**src/rtl/sbox_share_sched_if.sv**
```systemverilog
// ---------------------------------------------------------------------------
// sbox_share_sched_if
//   Bundle of the signals around the shared SubWord scheduler.
//   The round datapath uses the st_* group, key expansion uses the kw_* group,
//   and the shared 4-S-box unit uses sw_in/sw_out. busy reports scheduler
//   activity.
//
//   st_valid / st_ready / st_in   : SubBytes request handshake (128-bit state)
//   st_done  / st_out             : SubBytes completion pulse and result
//   kw_valid / kw_ready / kw_in   : SubWord request handshake (32-bit word)
//   kw_done  / kw_out             : SubWord completion pulse and result
//   sw_in    / sw_out             : operand to / combinational result from
//                                   the shared SubWord unit
//   busy                          : scheduler is not idle
//
//   Modports:
//     slave  - the scheduler itself
//     master - the surrounding core (requesters plus the shared S-box unit)
// ---------------------------------------------------------------------------
interface sbox_share_sched_if;
    logic         st_valid;
    logic         st_ready;
    logic [127:0] st_in;
    logic         st_done;
    logic [127:0] st_out;

    logic         kw_valid;
    logic         kw_ready;
    logic [31:0]  kw_in;
    logic         kw_done;
    logic [31:0]  kw_out;

    logic [31:0]  sw_in;
    logic [31:0]  sw_out;

    logic         busy;

    modport slave (
        input  st_valid, st_in, kw_valid, kw_in, sw_out,
        output st_ready, st_done, st_out, kw_ready, kw_done, kw_out, sw_in, busy
    );

    modport master (
        output st_valid, st_in, kw_valid, kw_in, sw_out,
        input  st_ready, st_done, st_out, kw_ready, kw_done, kw_out, sw_in, busy
    );
endinterface

```
**src/rtl/sbox_share_sched.sv**
```systemverilog
// ---------------------------------------------------------------------------
// sbox_share_sched
//   Time-multiplexes one shared combinational 32-bit SubWord unit between
//   the AES round datapath (full 128-bit SubBytes, one column per cycle over
//   four cycles) and key expansion (a single SubWord in one cycle).
//   Simultaneous requests are arbitrated round-robin; a pass in progress is
//   never preempted.
//
//   Ports:
//     clk  : system clock, all logic on the rising edge
//     rst  : synchronous active-high reset
//     bus  : sbox_share_sched_if.slave
//              st_valid/st_ready/st_in, st_done/st_out  (state SubBytes)
//              kw_valid/kw_ready/kw_in, kw_done/kw_out  (key SubWord)
//              sw_in -> shared unit, sw_out <- shared unit (same cycle)
//              busy : FSM not idle
//
//   Timing: state accepted in cycle T gives st_done in T+5; key word
//   accepted in T gives kw_done in T+2. The done cycle is an idle cycle, so
//   the next request may be accepted in it.
// ---------------------------------------------------------------------------
module sbox_share_sched (
    input  logic                  clk,
    input  logic                  rst,
    sbox_share_sched_if.slave     bus
);

    typedef enum logic [1:0] {
        IDLE    = 2'd0,
        ST_PASS = 2'd1,
        KW_PASS = 2'd2
    } state_t;

    // Which requester was served most recently; the other one wins a tie.
    typedef enum logic {
        GRANT_KW = 1'b0,
        GRANT_ST = 1'b1
    } grant_t;

    state_t       state_q, state_d;
    logic [1:0]   col_q, col_d;
    grant_t       last_grant_q, last_grant_d;

    logic [127:0] st_buf_q, st_buf_d;
    logic [31:0]  kw_buf_q, kw_buf_d;

    logic [127:0] st_out_q, st_out_d;
    logic [31:0]  kw_out_q, kw_out_d;
    logic         st_done_q, st_done_d;
    logic         kw_done_q, kw_done_d;

    logic         st_ready_c;
    logic         kw_ready_c;
    logic [31:0]  sw_in_c;
    logic         grant_st_c;
    logic         grant_kw_c;

    // Column 0 is the most significant word of the state.
    function automatic logic [31:0] col_word(input logic [127:0] s,
                                             input logic [1:0]   c);
        logic [31:0] w;
        case (c)
            2'd0:    w = s[127:96];
            2'd1:    w = s[95:64];
            2'd2:    w = s[63:32];
            default: w = s[31:0];
        endcase
        return w;
    endfunction

    function automatic logic [127:0] put_word(input logic [127:0] s,
                                              input logic [1:0]   c,
                                              input logic [31:0]  w);
        logic [127:0] r;
        r = s;
        case (c)
            2'd0:    r[127:96] = w;
            2'd1:    r[95:64]  = w;
            2'd2:    r[63:32]  = w;
            default: r[31:0]   = w;
        endcase
        return r;
    endfunction

    // Round-robin tie break: with both requesters valid, the one that was
    // not served last time is granted. Out of reset last_grant is KW, so the
    // state side wins the first tie.
    always_comb begin
        grant_st_c = bus.st_valid && (!bus.kw_valid || (last_grant_q == GRANT_KW));
        grant_kw_c = bus.kw_valid && (!bus.st_valid || (last_grant_q == GRANT_ST));
    end

    always_comb begin
        state_d      = state_q;
        col_d        = col_q;
        last_grant_d = last_grant_q;
        st_buf_d     = st_buf_q;
        kw_buf_d     = kw_buf_q;
        st_out_d     = st_out_q;
        kw_out_d     = kw_out_q;
        st_done_d    = 1'b0;
        kw_done_d    = 1'b0;
        st_ready_c   = 1'b0;
        kw_ready_c   = 1'b0;
        sw_in_c      = 32'h0;

        case (state_q)
            IDLE: begin
                // Both readies are high here; only the granted side's
                // operand is captured, the loser simply keeps waiting.
                st_ready_c = 1'b1;
                kw_ready_c = 1'b1;
                if (grant_st_c) begin
                    st_buf_d = bus.st_in;
                    col_d    = 2'd0;
                    state_d  = ST_PASS;
                end else if (grant_kw_c) begin
                    kw_buf_d = bus.kw_in;
                    state_d  = KW_PASS;
                end
            end

            ST_PASS: begin
                // One column per cycle; st_out is updated word by word, so
                // partial results are visible before st_done.
                sw_in_c  = col_word(st_buf_q, col_q);
                st_out_d = put_word(st_out_q, col_q, bus.sw_out);
                if (col_q == 2'd3) begin
                    col_d        = 2'd0;
                    last_grant_d = GRANT_ST;
                    st_done_d    = 1'b1;
                    state_d      = IDLE;
                end else begin
                    col_d = col_q + 2'd1;
                end
            end

            KW_PASS: begin
                sw_in_c      = kw_buf_q;
                kw_out_d     = bus.sw_out;
                last_grant_d = GRANT_KW;
                kw_done_d    = 1'b1;
                state_d      = IDLE;
            end

            default: begin
                state_d = IDLE;
            end
        endcase
    end

    // Control and visible results. A reset mid-pass abandons the operation
    // and clears the results without a done pulse.
    always_ff @(posedge clk) begin
        if (rst) begin
            state_q      <= IDLE;
            col_q        <= 2'd0;
            last_grant_q <= GRANT_KW;
            st_out_q     <= 128'h0;
            kw_out_q     <= 32'h0;
            st_done_q    <= 1'b0;
            kw_done_q    <= 1'b0;
        end else begin
            state_q      <= state_d;
            col_q        <= col_d;
            last_grant_q <= last_grant_d;
            st_out_q     <= st_out_d;
            kw_out_q     <= kw_out_d;
            st_done_q    <= st_done_d;
            kw_done_q    <= kw_done_d;
        end
    end

    // Operand capture buffers: only read during a pass that loaded them,
    // so they need no reset.
    always_ff @(posedge clk) begin
        st_buf_q <= st_buf_d;
        kw_buf_q <= kw_buf_d;
    end

    assign bus.st_ready = st_ready_c;
    assign bus.kw_ready = kw_ready_c;
    assign bus.st_done  = st_done_q;
    assign bus.kw_done  = kw_done_q;
    assign bus.st_out   = st_out_q;
    assign bus.kw_out   = kw_out_q;
    assign bus.sw_in    = sw_in_c;
    assign bus.busy     = (state_q != IDLE);

endmodule

```
**src/flat_wrapper.sv**
```systemverilog
// flat-port wrapper written by rule: the top's interface ports become plain ports
module sbox_share_sched_flat 
  (clk, rst, bus_st_valid, bus_st_in, bus_kw_valid, bus_kw_in, bus_sw_out, bus_st_ready, bus_st_done, bus_st_out, bus_kw_ready, bus_kw_done, bus_kw_out, bus_sw_in, bus_busy);
  sbox_share_sched_if bus_i ();
  input  logic clk;
  input  logic rst;
  input wire logic [$bits(bus_i.st_valid)-1:0] bus_st_valid;
  input wire logic [$bits(bus_i.st_in)-1:0] bus_st_in;
  input wire logic [$bits(bus_i.kw_valid)-1:0] bus_kw_valid;
  input wire logic [$bits(bus_i.kw_in)-1:0] bus_kw_in;
  input wire logic [$bits(bus_i.sw_out)-1:0] bus_sw_out;
  output wire logic [$bits(bus_i.st_ready)-1:0] bus_st_ready;
  output wire logic [$bits(bus_i.st_done)-1:0] bus_st_done;
  output wire logic [$bits(bus_i.st_out)-1:0] bus_st_out;
  output wire logic [$bits(bus_i.kw_ready)-1:0] bus_kw_ready;
  output wire logic [$bits(bus_i.kw_done)-1:0] bus_kw_done;
  output wire logic [$bits(bus_i.kw_out)-1:0] bus_kw_out;
  output wire logic [$bits(bus_i.sw_in)-1:0] bus_sw_in;
  output wire logic [$bits(bus_i.busy)-1:0] bus_busy;
  assign bus_i.st_valid = bus_st_valid;
  assign bus_i.st_in = bus_st_in;
  assign bus_i.kw_valid = bus_kw_valid;
  assign bus_i.kw_in = bus_kw_in;
  assign bus_i.sw_out = bus_sw_out;
  assign bus_st_ready = bus_i.st_ready;
  assign bus_st_done = bus_i.st_done;
  assign bus_st_out = bus_i.st_out;
  assign bus_kw_ready = bus_i.kw_ready;
  assign bus_kw_done = bus_i.kw_done;
  assign bus_kw_out = bus_i.kw_out;
  assign bus_sw_in = bus_i.sw_in;
  assign bus_busy = bus_i.busy;
  sbox_share_sched u_core (.clk(clk), .rst(rst), .bus(bus_i));
endmodule
```
**config.mk**
```make
export PLATFORM = sky130hd
export DESIGN_NAME = sbox_share_sched_flat
export DESIGN_NICKNAME = d
export VERILOG_FILES = /design/src/rtl/sbox_share_sched_if.sv /design/src/rtl/sbox_share_sched.sv /design/src/flat_wrapper.sv
export SDC_FILE = /design/constraint.sdc
export NUM_CORES = 1
export LEC_CHECK = 0
export CAP_MARGIN = 0
export CORE_ASPECT_RATIO = 2
export CORE_MARGIN = 2
export CORE_UTILIZATION = 43
export CTS_CLUSTER_SIZE = 14
export DETAILED_ROUTE_END_ITERATION = 10
export DONT_BUFFER_PORTS = 1
export GPL_ROUTABILITY_DRIVEN = 0
export GPL_TIMING_DRIVEN = 0
export PLACE_DENSITY = 0.65
export SYNTH_ARGS = -nofsm -noshare
export SYNTH_HDL_FRONTEND = slang
export SYNTH_SLANG_ARGS = --single-unit
```
**constraint.sdc**
```tcl
create_clock -name clk -period 4.5 [get_ports clk]
set_input_delay 0.45 -clock clk [delete_from_list [all_inputs] [get_ports clk]]
set_output_delay 0.45 -clock clk [all_outputs]
set_load 0.05 [all_outputs]
```
==> run summary <==
status = finished clean
Final Slew Violations = 0
Port Buffers = 0
H-tree Lvls = 1
number of fill cells = 2312
part of the power in registers = 54.3%
fmax = 298 MHz
Die Area = 29300 um^2
final worst setup slack = 1.15 ns
Sw Ratio = 27.0%
largest area contributor in the netlist = edfxtp_1
Mapped Cells = 1026
Metal-1 WL = 11000 um
CTS Root Cell = clkbuf_16
Placed Cells = 1380
total gr overflow = 0
total I/O pin count = 393
vias in the first global route = 9050
combinational share of power = 11.4%
RSZ-0062 raised after global routing = false
Reg clk slew, reported paths = 0.07 ns
top post-synthesis cells by area = edfxtp_1 40%, dfxtp_1 28%, nand2_1 8.2%
num rows = 86
first-pass GRT wire length = 52400 um
Syn-to-layout area delta = 24.7%
Max-cap violations = 0
Max Root-Sink Buffers = 3
placed cell areas = 12500 um^2
DRT Pass-1 Iters = 8
# clock sinks = 327
Synth Cell Area = 12000 um^2
per-cell routed wire length = 22.6 um
routed wl met3 = 2910 um
Die X = 122 um
Overall Power = 0.00673 W
critical path endpoint category = output pin
Post-synth EDFFs = 160
Hold WC Path Type = in2reg
R2R depth = 4
initial core utilization = 43.6%
layout cells sized above 1 = 6.95%
core footprint = 27400 um^2
WHS Endpoint = u_core.bus.st_out[118]
Tcrit/Tclk final = 74.5%
CP Launch Type = flip-flop
Routed WL = 35900 um
Max FO, Critical Path = 10
CTS tree = yes
Top Layer Used = met5
arrival time worst endpoint = 2.90 ns
top-count cell post-synth = nand2_1
CP required = 4.05 ns
synth warn = 0
post-CTS setup repair buffer count = 0
Worst R2R Start = u_core.state_q[0]
Remaining DRCs = 0
pre-CTS setup slack = 1.70 ns
Slew HR = 41.5%
count of final setup violators = 0
ANT nets after route = 0
sequential share of the synthesized area = 68.1%
Cell Int Power = 0.00491 W
Total Routing Usage GR = 23.8%
routed wl met2 = 20200 um
largest net degree at the start of global routing = 73
clock latency on the worst-skew pair = 0.56 ns
crit path kind = reg2out
PwrDens = 451 nW/um^2
Final #Nets = 1422
Worst-Margin Slew = 0.878 ns
maximum VDD drop = 0.000411 V
Top FF cell, synth = dfxtp_1
switching power = 0.00182 W
worst hold path depth = 2
clock skew = 0.0125 ns
top-area cell type share of the netlist area = 40.2%
FF-to-FF setup slack = 1.78 ns
synthesized flop and latch total = 327
Synth Area per Inst = 11.7 um^2
hold_sp = bus_sw_out[22]
Worst R2R End = u_core.st_buf_q[36]
routed vias = 8644
Async SR Flop Fraction = 0%
synth cell count leaders = 261 x nand2_1, 167 x dfxtp_1, 160 x edfxtp_1
Die Y = 240 um
Clk pwr share = 34.3%
synth unique cells = 26
Post-DP HPWL = 25100 um
post-route cell area = 14900 um^2
min Tclk post-route = 3.35 ns
Final Hold Fails = 0
Final Non-Filler Cells = 1591
drt first-iter violations = 599
Num CTS Buffers = 28
Via density = 5.43
antenna violations before repair = 3
leakage = 5.21 nW
post-synth net total = 1230
-- metrics by stage --
step                hold WS [ns]  utilization (%)  setup TNS [ns]
floorplan                  0.510                -               0
global placement           0.536             45.2           -3.79
detailed placement         0.549             45.4               0
CTS                      0.00220             54.4               0
global route             0.00361             54.4               0
finish                    0.0244             54.4               0
-- cells in the final DEF, fill, tap and decap left out, types with 2 or more instances in the layout --
master / instances
nand2_1: 261
dfxtp_1: 167
dlygate4sd3_1: 160
edfxtp_1: 160
a21oi_1: 131
mux2i_1: 65
inv_1: 41
clkbuf_1: 33
buf_2: 32
a222oi_1: 32
a22o_1: 32
nor2_1: 32
clkbuf_16: 29
buf_6: 8
buf_1: 8
ha_1: 8
buf_4: 7
and2_1: 6
clkbuf_8: 4
nand2b_1: 3
diode_2: 2
a32o_1: 2
a21o_1: 2
and3_1: 2
-- area by class of cell --
cell class                      count  area, um^2  area share [%]
Clock buffer                       45         826            5.54
Buffer                             76         412            2.76
Sequential cell                   327        8150            54.6
Clock inverter                      4        18.8           0.126
Tap cell                          352         440            2.95
Inverter                           39         146           0.981
Multi-Input combinational cell    584        3270            21.9
Timing Repair Buffer              162        1650            11.1
Antenna cell                        2        5.00          0.0335
-- critical path, stage by stage, from the launching register on --
cell and delay (ns):
dfxtp_1 0.36, inv_1 0.08, ha_1 0.32, and2_1 0.13, clkbuf_1 0.31, clkbuf_1 0.51, a22o_1 0.64
-- flip-flops by register name, indices dropped and copies added, names as in the netlist --
signal,flops
u_core.last_grant_q,1
u_core.state_q,2
u_core.st_buf_q,128
u_core.bus.kw_out,32
u_core.kw_buf_q,32
u_core.bus.kw_done,1
u_core.bus.st_done,1
u_core.bus.st_out,128
u_core.col_q,2
-- routing by layer --
layer / GRT usage (%) / up-vias
met4: 13.6 / 2
met2: 45.8 / 431
met1: 22.0 / 4142
met5: 0 / -
met3: 5.60 / 104
li1: - / 3965
-- logic make-up (layout without fill, tap and decap cells) --
family,count (synthesis),after routing,synth area share (%)
muxes,65,65,5.44
other,0,2,0
DFF,327,327,68.1
and+or+nand+nor,309,309,10.0
adders and majority gates,8,8,0.837
buffers and inverters,115,326,4.66
AOI/OAI and AO/OA,202,202,11.0
-- worst max-delay path by stage --
stage,start,endpoint,slack (ns),depth (start not counted)
after floorplan,u_core.state_q[0],u_core.st_buf_q[0],1.35,3
after global placement,u_core.state_q[0],u_core.kw_buf_q[22],-0.12,4
after detailed placement,u_core.state_q[1],bus_sw_in[16],1.70,6
after CTS,u_core.state_q[1],bus_sw_in[16],1.09,6
after global routing,u_core.state_q[1],bus_sw_in[16],0.98,6
final,u_core.state_q[1],bus_sw_in[16],1.15,6
-- power by group through the flow --
stage / sequential (W) / clock [W] / combinational, W
floorplan: 0.00369 / 0 / 0.000483
global placement: 0.00372 / 0 / 0.000616
detailed placement: 0.00371 / 0 / 0.000645
CTS: 0.00364 / 0.00232 / 0.000763
global route: 0.00367 / 0.00244 / 0.000826
finish: 0.00365 / 0.00231 / 0.000769
-- repair_timing --
action | 4_1_cts | 5_1_grt
resized for setup | 0 | 0
endpoints found under the hold margin | 160 | 0
hold buffers | 160 | 0
Note: power is estimated with default switching activity, not from simulation.
